**src/rtl/result_router.sv**
```systemverilog
// Read side of the shared slave->master result FIFO: pops one entry at a time,
// steers it to the master channel named by its source tag and counts frame words.
module result_router #(
  parameter int DW        = 32,
  parameter int PW        = 8,
  parameter int FRAME_LEN = 64
) (
  input  logic              clk,
  input  logic              rst,
  input  logic              fifo_empty,
  output logic              fifo_rd_en,
  input  logic [DW+PW+2:0]  fifo_rd_data,
  output logic [DW-1:0]     mstr0_data,
  output logic [1:0]        mstr0_mode,
  output logic [PW-1:0]     mstr0_proc_val,
  output logic              mstr0_valid,
  input  logic              mstr0_ready,
  output logic              mstr0_cmplt,
  output logic [DW-1:0]     mstr1_data,
  output logic [1:0]        mstr1_mode,
  output logic [PW-1:0]     mstr1_proc_val,
  output logic              mstr1_valid,
  input  logic              mstr1_ready,
  output logic              mstr1_cmplt,
  output logic              busy
);

  localparam int CW = $clog2(FRAME_LEN + 1);

  typedef enum logic [1:0] {IDLE, WAIT, SEND} state_t;

  state_t          r_state;
  logic            r_ch;
  logic [DW-1:0]   r_data     [2];
  logic [1:0]      r_mode     [2];
  logic [PW-1:0]   r_proc_val [2];
  logic [1:0]      r_valid;
  logic [1:0]      r_cmplt;
  logic [CW-1:0]   r_cnt      [2];

  logic            w_src;
  logic [1:0]      w_mode;
  logic [PW-1:0]   w_proc_val;
  logic [DW-1:0]   w_data;
  logic [1:0]      w_ready;
  logic            w_hs;

  assign w_src      = fifo_rd_data[DW+PW+2];
  assign w_mode     = fifo_rd_data[DW+PW+1 -: 2];
  assign w_proc_val = fifo_rd_data[DW+PW-1 -: PW];
  assign w_data     = fifo_rd_data[DW-1:0];
  assign w_ready    = {mstr1_ready, mstr0_ready};

  // Valid is only ever set while in SEND, so state plus ready defines the handshake.
  assign w_hs = (r_state == SEND) && w_ready[r_ch];

  // The pop is combinational so a freshly non-empty FIFO reaches a channel in 2 cycles
  // and back-to-back words stream at 1 per 2 cycles.
  assign fifo_rd_en = !rst && !fifo_empty && ((r_state == IDLE) || w_hs);
  assign busy       = (r_state != IDLE);

  always_ff @(posedge clk) begin
    if (rst) begin
      r_state <= IDLE;
      r_ch    <= 1'b0;
    end else begin
      case (r_state)
        IDLE: if (!fifo_empty) r_state <= WAIT;
        WAIT: begin
          if (w_mode == 2'd0) begin
            r_state <= IDLE;
          end else begin
            r_ch    <= w_src;
            r_state <= SEND;
          end
        end
        SEND: if (w_hs) r_state <= fifo_empty ? IDLE : WAIT;
        default: r_state <= IDLE;
      endcase
    end
  end

  for (genvar gi = 0; gi < 2; gi++) begin : g_chan
    always_ff @(posedge clk) begin
      if (rst) begin
        r_data[gi]     <= '0;
        r_mode[gi]     <= '0;
        r_proc_val[gi] <= '0;
        r_valid[gi]    <= 1'b0;
        r_cmplt[gi]    <= 1'b0;
        r_cnt[gi]      <= '0;
      end else begin
        r_cmplt[gi] <= 1'b0;
        if ((r_state == WAIT) && (w_mode != 2'd0) && (w_src == 1'(gi))) begin
          r_data[gi]     <= w_data;
          r_mode[gi]     <= w_mode;
          r_proc_val[gi] <= w_proc_val;
          r_valid[gi]    <= 1'b1;
        end else if (w_hs && (r_ch == 1'(gi))) begin
          r_valid[gi] <= 1'b0;
          // The last word of a frame restarts the count and fires the completion pulse.
          if (r_cnt[gi] == CW'(FRAME_LEN - 1)) begin
            r_cnt[gi]   <= '0;
            r_cmplt[gi] <= 1'b1;
          end else begin
            r_cnt[gi] <= r_cnt[gi] + 1'b1;
          end
        end
      end
    end
  end

  assign mstr0_data     = r_data[0];
  assign mstr0_mode     = r_mode[0];
  assign mstr0_proc_val = r_proc_val[0];
  assign mstr0_valid    = r_valid[0];
  assign mstr0_cmplt    = r_cmplt[0];
  assign mstr1_data     = r_data[1];
  assign mstr1_mode     = r_mode[1];
  assign mstr1_proc_val = r_proc_val[1];
  assign mstr1_valid    = r_valid[1];
  assign mstr1_cmplt    = r_cmplt[1];

endmodule
```
**config.mk**
```make
export PLATFORM = sky130hd
export DESIGN_NAME = result_router
export DESIGN_NICKNAME = d
export VERILOG_FILES = /design/src/rtl/result_router.sv
export SDC_FILE = /design/constraint.sdc
export NUM_CORES = 1
export LEC_CHECK = 0
export ABC_CLOCK_PERIOD_IN_PS = 4800
export BUFFER_PORTS_ARGS = -buffer_cell sky130_fd_sc_hd__buf_4
export CAP_MARGIN = 20
export CORE_MARGIN = 2
export CORE_UTILIZATION = 50
export CTS_BUF_LIST = sky130_fd_sc_hd__clkbuf_8
export CTS_CLUSTER_DIAMETER = 120
export DETAILED_ROUTE_END_ITERATION = 10
export GPL_TIMING_DRIVEN = 0
export PLACE_DENSITY = 0.83
export SYNTH_ARGS = -nofsm -noshare
export SYNTH_HDL_FRONTEND = slang
export SYNTH_SLANG_ARGS = --single-unit
```
**constraint.sdc**
```tcl
create_clock -name clk -period 4.8 [get_ports clk]
set_input_delay 0 -clock clk [delete_from_list [all_inputs] [get_ports clk]]
set_output_delay 0 -clock clk [all_outputs]
set_load 0.02 [all_outputs]
```
== Word level (Yosys, flattened, before mapping) ==
Memory sizes are Yosys's and may differ from the RTL's.
Cells that the tools add are included.
W data, S select, Z words.

* Output and inout bits: 90
* RAM bits: 98
* Memories: 4
* Word-level logic and storage cells: 100
* Input port bits: 48
* Register bits: 7

* Eq/ne operators: 6
* Reductions and logical operators: 19
* Magnitude comparators: 1
* Add/sub/neg operators: 2
* Bitwise operators: 13
* Muxes and demuxes: 49

{| class="wikitable"
|+ Memories
! memory !! depth !! width !! read ports !! clocked after Yosys merged registers in !! wr ports !! RTL line !! source
|-
| r_data || 2 || 32 || 2 || 0 || 2 || 34 || <nowiki>logic [DW-1:0] r_data [2];</nowiki>
|-
| r_proc_val || 2 || 8 || 2 || 0 || 2 || 36 || <nowiki>logic [PW-1:0] r_proc_val [2];</nowiki>
|-
| r_cnt || 2 || 7 || 2 || 0 || 2 || 39 || <nowiki>logic [CW-1:0] r_cnt [2];</nowiki>
|-
| r_mode || 2 || 2 || 2 || 0 || 2 || 35 || <nowiki>logic [1:0] r_mode [2];</nowiki>
|}

{| class="wikitable"
|+ Operator list
! cell !! count
|-
| $mux W32 || 2
|-
| $mux W1 || 35
|-
| $mux W7 || 4
|-
| $mux W8 || 2
|-
| $add A7 B1 Y7 const B || 2
|-
| $eq A7 B6 Y1 const B || 2
|-
| $mux W2 || 5
|-
| $or A1 B1 Y1 || 10
|-
| $logic_and A1 B1 Y1 || 8
|-
| $reduce_bool A2 Y1 || 4
|-
| $pmux W2 S3 || 1
|-
| $logic_not A2 Y1 || 2
|-
| $ne A2 B2 Y1 const B || 2
|-
| $reduce_and A2 Y1 || 2
|-
| $not A1 Y1 || 3
|-
| $eq A2 B1 Y1 const B || 1
|-
| $eq A2 B2 Y1 const B || 1
|-
| $logic_not A1 Y1 || 2
|-
| $lt A1 B2 Y1 const B || 1
|-
| $logic_or A1 B1 Y1 || 1
|}

== Longest topological paths before layout ==
* Depth in word-level cells: 10
* Depth in mapped cells: 4
* Depth with buffers taken out: 4

== Least setup slack after synthesis ==
No wires, ideal clock.

* Kind: register -> register
* From: register r_state[1]
* To: memory r_data[1][0], enable pin
* Path buffers: 0
* Data required time: 4400 ps
* Cell stages (with the launch flop): 4
* Path slack: 2463 ps
* Clock period less this slack: 2337 ps
* Setup time: 400 ps
* Arrival time: 1937 ps
* Cell sequence: dfxtp_1 > nand2b_2 > or3b_2 > nand2_1

{| class="wikitable"
|+ RTL lines
! element !! RTL line !! source
|-
| start, declared || 32 || <nowiki>state_t r_state;</nowiki>
|-
| start signal, assigned || 77 || <nowiki>SEND: if (w_hs) r_state <= fifo_empty ? IDLE : WAIT;</nowiki>
|-
| end, declared || 34 ||
|}

==> flow_metrics.py <==
metrics = {
    "drt": {
        "top_layer_used": "met4",
        "drc": 0,
        "dr_wl_met2_um": 4860,
        "drtIter0Drc": 190,
        "ant_nets": 0,
        "via_count": 2853,
        "drt-met1-wl_um": 3790,
        "avgViaCountPerCell": 4.96,
        "drt-total-wl_um": 9640,
        "wire_per_inst_um": 16.8,
        "wl_met3_um": 823,
        "drt_pre_antenna_iters": 4,
    },
    "synth": {
        "syn-cell-area_um2": 4120,
        "synth_edf_count": 98,
        "yosys_warnings": 0,
        "synth_common_cells": "edfxtp_1, and2_1, nor2_1",
        "synth-main-ff-cell": "edfxtp_1",
        "yosysTopAreaCell": "edfxtp_1",
        "synthDistinctLibCells": 32,
        "avgSynthCellArea_um2": 15.1,
        "syn_nets": 323,
        "synth_top_area_frac": 0.714,
        "ys_seq_area_frac": 0.748,
        "synthCells": 273,
        "ys_seq_elements": 105,
        "yosysMostFrequentCell": "edfxtp_1",
        "synthTopCellsByArea": "edfxtp_1, and2_1, dfxtp_1",
        "synthArstFlopShare": 0,
    },
    "timing": {
        "hold_viol": 0,
        "max_slew_margin": 0.560,
        "hold_slack_ns": 0.0398,
        "worst-slew-pin-transition_ns": 0.650,
        "fin_crit_ns": 2.02,
        "finClkSkew_ns": 0.0135,
        "setup_violations": 0,
        "fin_crit_sh": 0.422,
        "tns_ns": 0,
        "report.final.slew_viol_count": 0,
        "rsz0062_at_grt": "no",
        "max_freq_ghz": 0.494,
    },
    "clock_network": {
        "clock_latency_ns": 0.36,
        "root_buffer": "clkbuf_8",
        "cts_tree": "done",
        "path_clk_slew_ns": 0.10,
        "htree_levels": 3,
        "clock_sinks": 105,
        "clockBufferDepth": 2,
        "post_cts_buffers": 0,
        "cts_buffers": 9,
    },
    "worst_setup_path": {
        "start_kind": "register",
        "crit_fanout": 30,
        "rr_worst_depth": 4,
        "r2r-start": "r_state[0]",
        "r2r_setup_slack_ns": 2.78,
        "setup.worst_path.class": "reg2reg",
        "slowest_delay_ns": 0.50,
        "critPathCaptureType": "register",
        "arrival_ns": 2.08,
        "cp_cell_sequence": "nand2b_2 > or3b_2 > nand2_2 > buf_12",
        "critical_path_required_ns": 4.86,
        "cpMaxStageDelayCell": "or3b_2",
        "regToRegEndpoint": "r_proc_val[1][4]",
    },
    "final_layout": {
        "antennaDiodeCount": 0,
        "drive_gt1_frac": 0.360,
        "area_growth_pct": 44.2,
        "fin_util": 0.734,
        "nets": 515,
        "final-instance-count-excl-fill": 575,
    },
    "floorplan": {
        "fp.dieArea_um2": 8980,
        "rows": 33,
        "die_x_um": 94.8,
        "core-area_um2": 8090,
        "start_util": 0.509,
        "die_y_um": 94.8,
        "io_pins": 138,
    },
    "grt": {
        "grt_pass1_vias": 2843,
        "gr-usage-all-layers": 0.218,
        "antenna_found_initial": 0,
        "grt_start_max_net_pins": 31,
        "grt.overflow.total": 0,
        "grt_pass1_wl_um": 14500,
    },
    "power": {
        "p_leak_uw": 0.00248,
        "powerDensity_nw_per_um2": 306,
        "peakVddDrop_v": 0.000197,
    },
    "run": {
        "drv_cap": 0,
    },
    "worst_hold_path": {
        "hold_end": "mstr0_valid",
        "min_from": "fifo_rd_data[42]",
        "holdPathStages": 3,
        "hp-class": "in2reg",
    },
    "placed_design": {
        "place.detailed.hpwl_um": 6220,
        "dp_cells": 516,
        "io_buffers": 136,
        "gp_congestion": 0.778,
    },
    "status": {
        "status": "finished, final reports clean",
    },
}
[through the flow]
stage	power [µW]	setup WS (ns)	area (µm²)
global route	1880	2.65	5940
floorplan	1180	2.46	4120
detailed placement	1290	2.77	5330
global placement	1280	1.96	5270
CTS	1820	2.76	5940
finish	1820	2.78	5940
[placed cells by master, fill, tap and decap left out, types with 2 or more instances in the layout]
master           n
inv_8            2
buf_4          136
nor2b_1          2
inv_6            2
xor2_1           4
nand4_1          2
and2_1          85
or2_2            3
nand3_1          4
nand2_1          6
ha_1             2
dfxtp_1          7
or3b_2           2
xnor2_1          2
o21ai_0          4
clkbuf_8         9
clkbuf_1         5
inv_1            6
or3_1            3
a2111oi_0        2
edfxtp_1        98
nand2_2          2
a21oi_1          5
nor2_1          13
dlygate4sd3_1   43
clkbuf_2         4
[how the worst max path moves through the flow]
stage	start	end	slack, ns	cells after the start
3_5_place_dp	r_state[0]	r_data[0][14]	2.77	4
5_1_grt	r_state[0]	r_data[0][3]	2.65	4
4_1_cts	r_state[0]	r_data[0][19]	2.76	4
3_3_place_gp	r_state[1]	r_data[1][7]	1.96	3
2_1_floorplan	r_state[1]	r_data[1][0]	2.46	3
6_report	r_state[0]	r_proc_val[1][4]	2.78	4
[final cells by class]
class	count	area, µm²
clock buffers	9	124
flip-flops and latches	105	3080
well taps	105	131
clock inverters	7	60.1
fillers	494	2150
repair buffers	181	1500
plain buffers	9	38.8
multi-input cells	153	981
inverters	6	22.5
[what timing repair did]
item	CTS	global route
hold buffers	43	0
hold endpoints to repair	85	0
resized for setup	0	0
setup endpoints to repair	0	0
[worst max-delay path, delay by kind of cell (launching register included)]
kind	cells	cell delay [ns]
flip-flops	1	0.46
AND/OR/NAND/NOR	3	1.00
buffers and inverters	1	0.26
[report_power, final]
group          internal [µW]  switching, µW
combinational            113            124
sequential              1050           19.7
clock                    199            314
[cell families after synthesis]
| group | Yosys count | synth area share |
|---|---|---|
| and+or+nand+nor | 130 | 0.195 |
| adders and majority gates | 2 | 0.00607 |
| buffers and inverters | 15 | 0.0149 |
| DFF | 105 | 0.748 |
| AOI/OAI and AO/OA | 15 | 0.0231 |
| xor gates and xnor gates | 6 | 0.0128 |
[state kept, by name (all words and copies together), names as in the netlist]
name / cells
mstr0_cmplt: 1
mstr0_valid: 1
mstr1_cmplt: 1
mstr1_valid: 1
r_ch: 1
r_cnt: 14
r_data: 64
r_mode: 4
r_proc_val: 16
r_state: 2
[metal layers]
layer	vias up	track usage
met5	-	0
met4	0	0.0616
met1	1349	0.264
li1	1346	-
met3	12	0.0630
met2	146	0.380
Power figures use the tool's default switching activity.
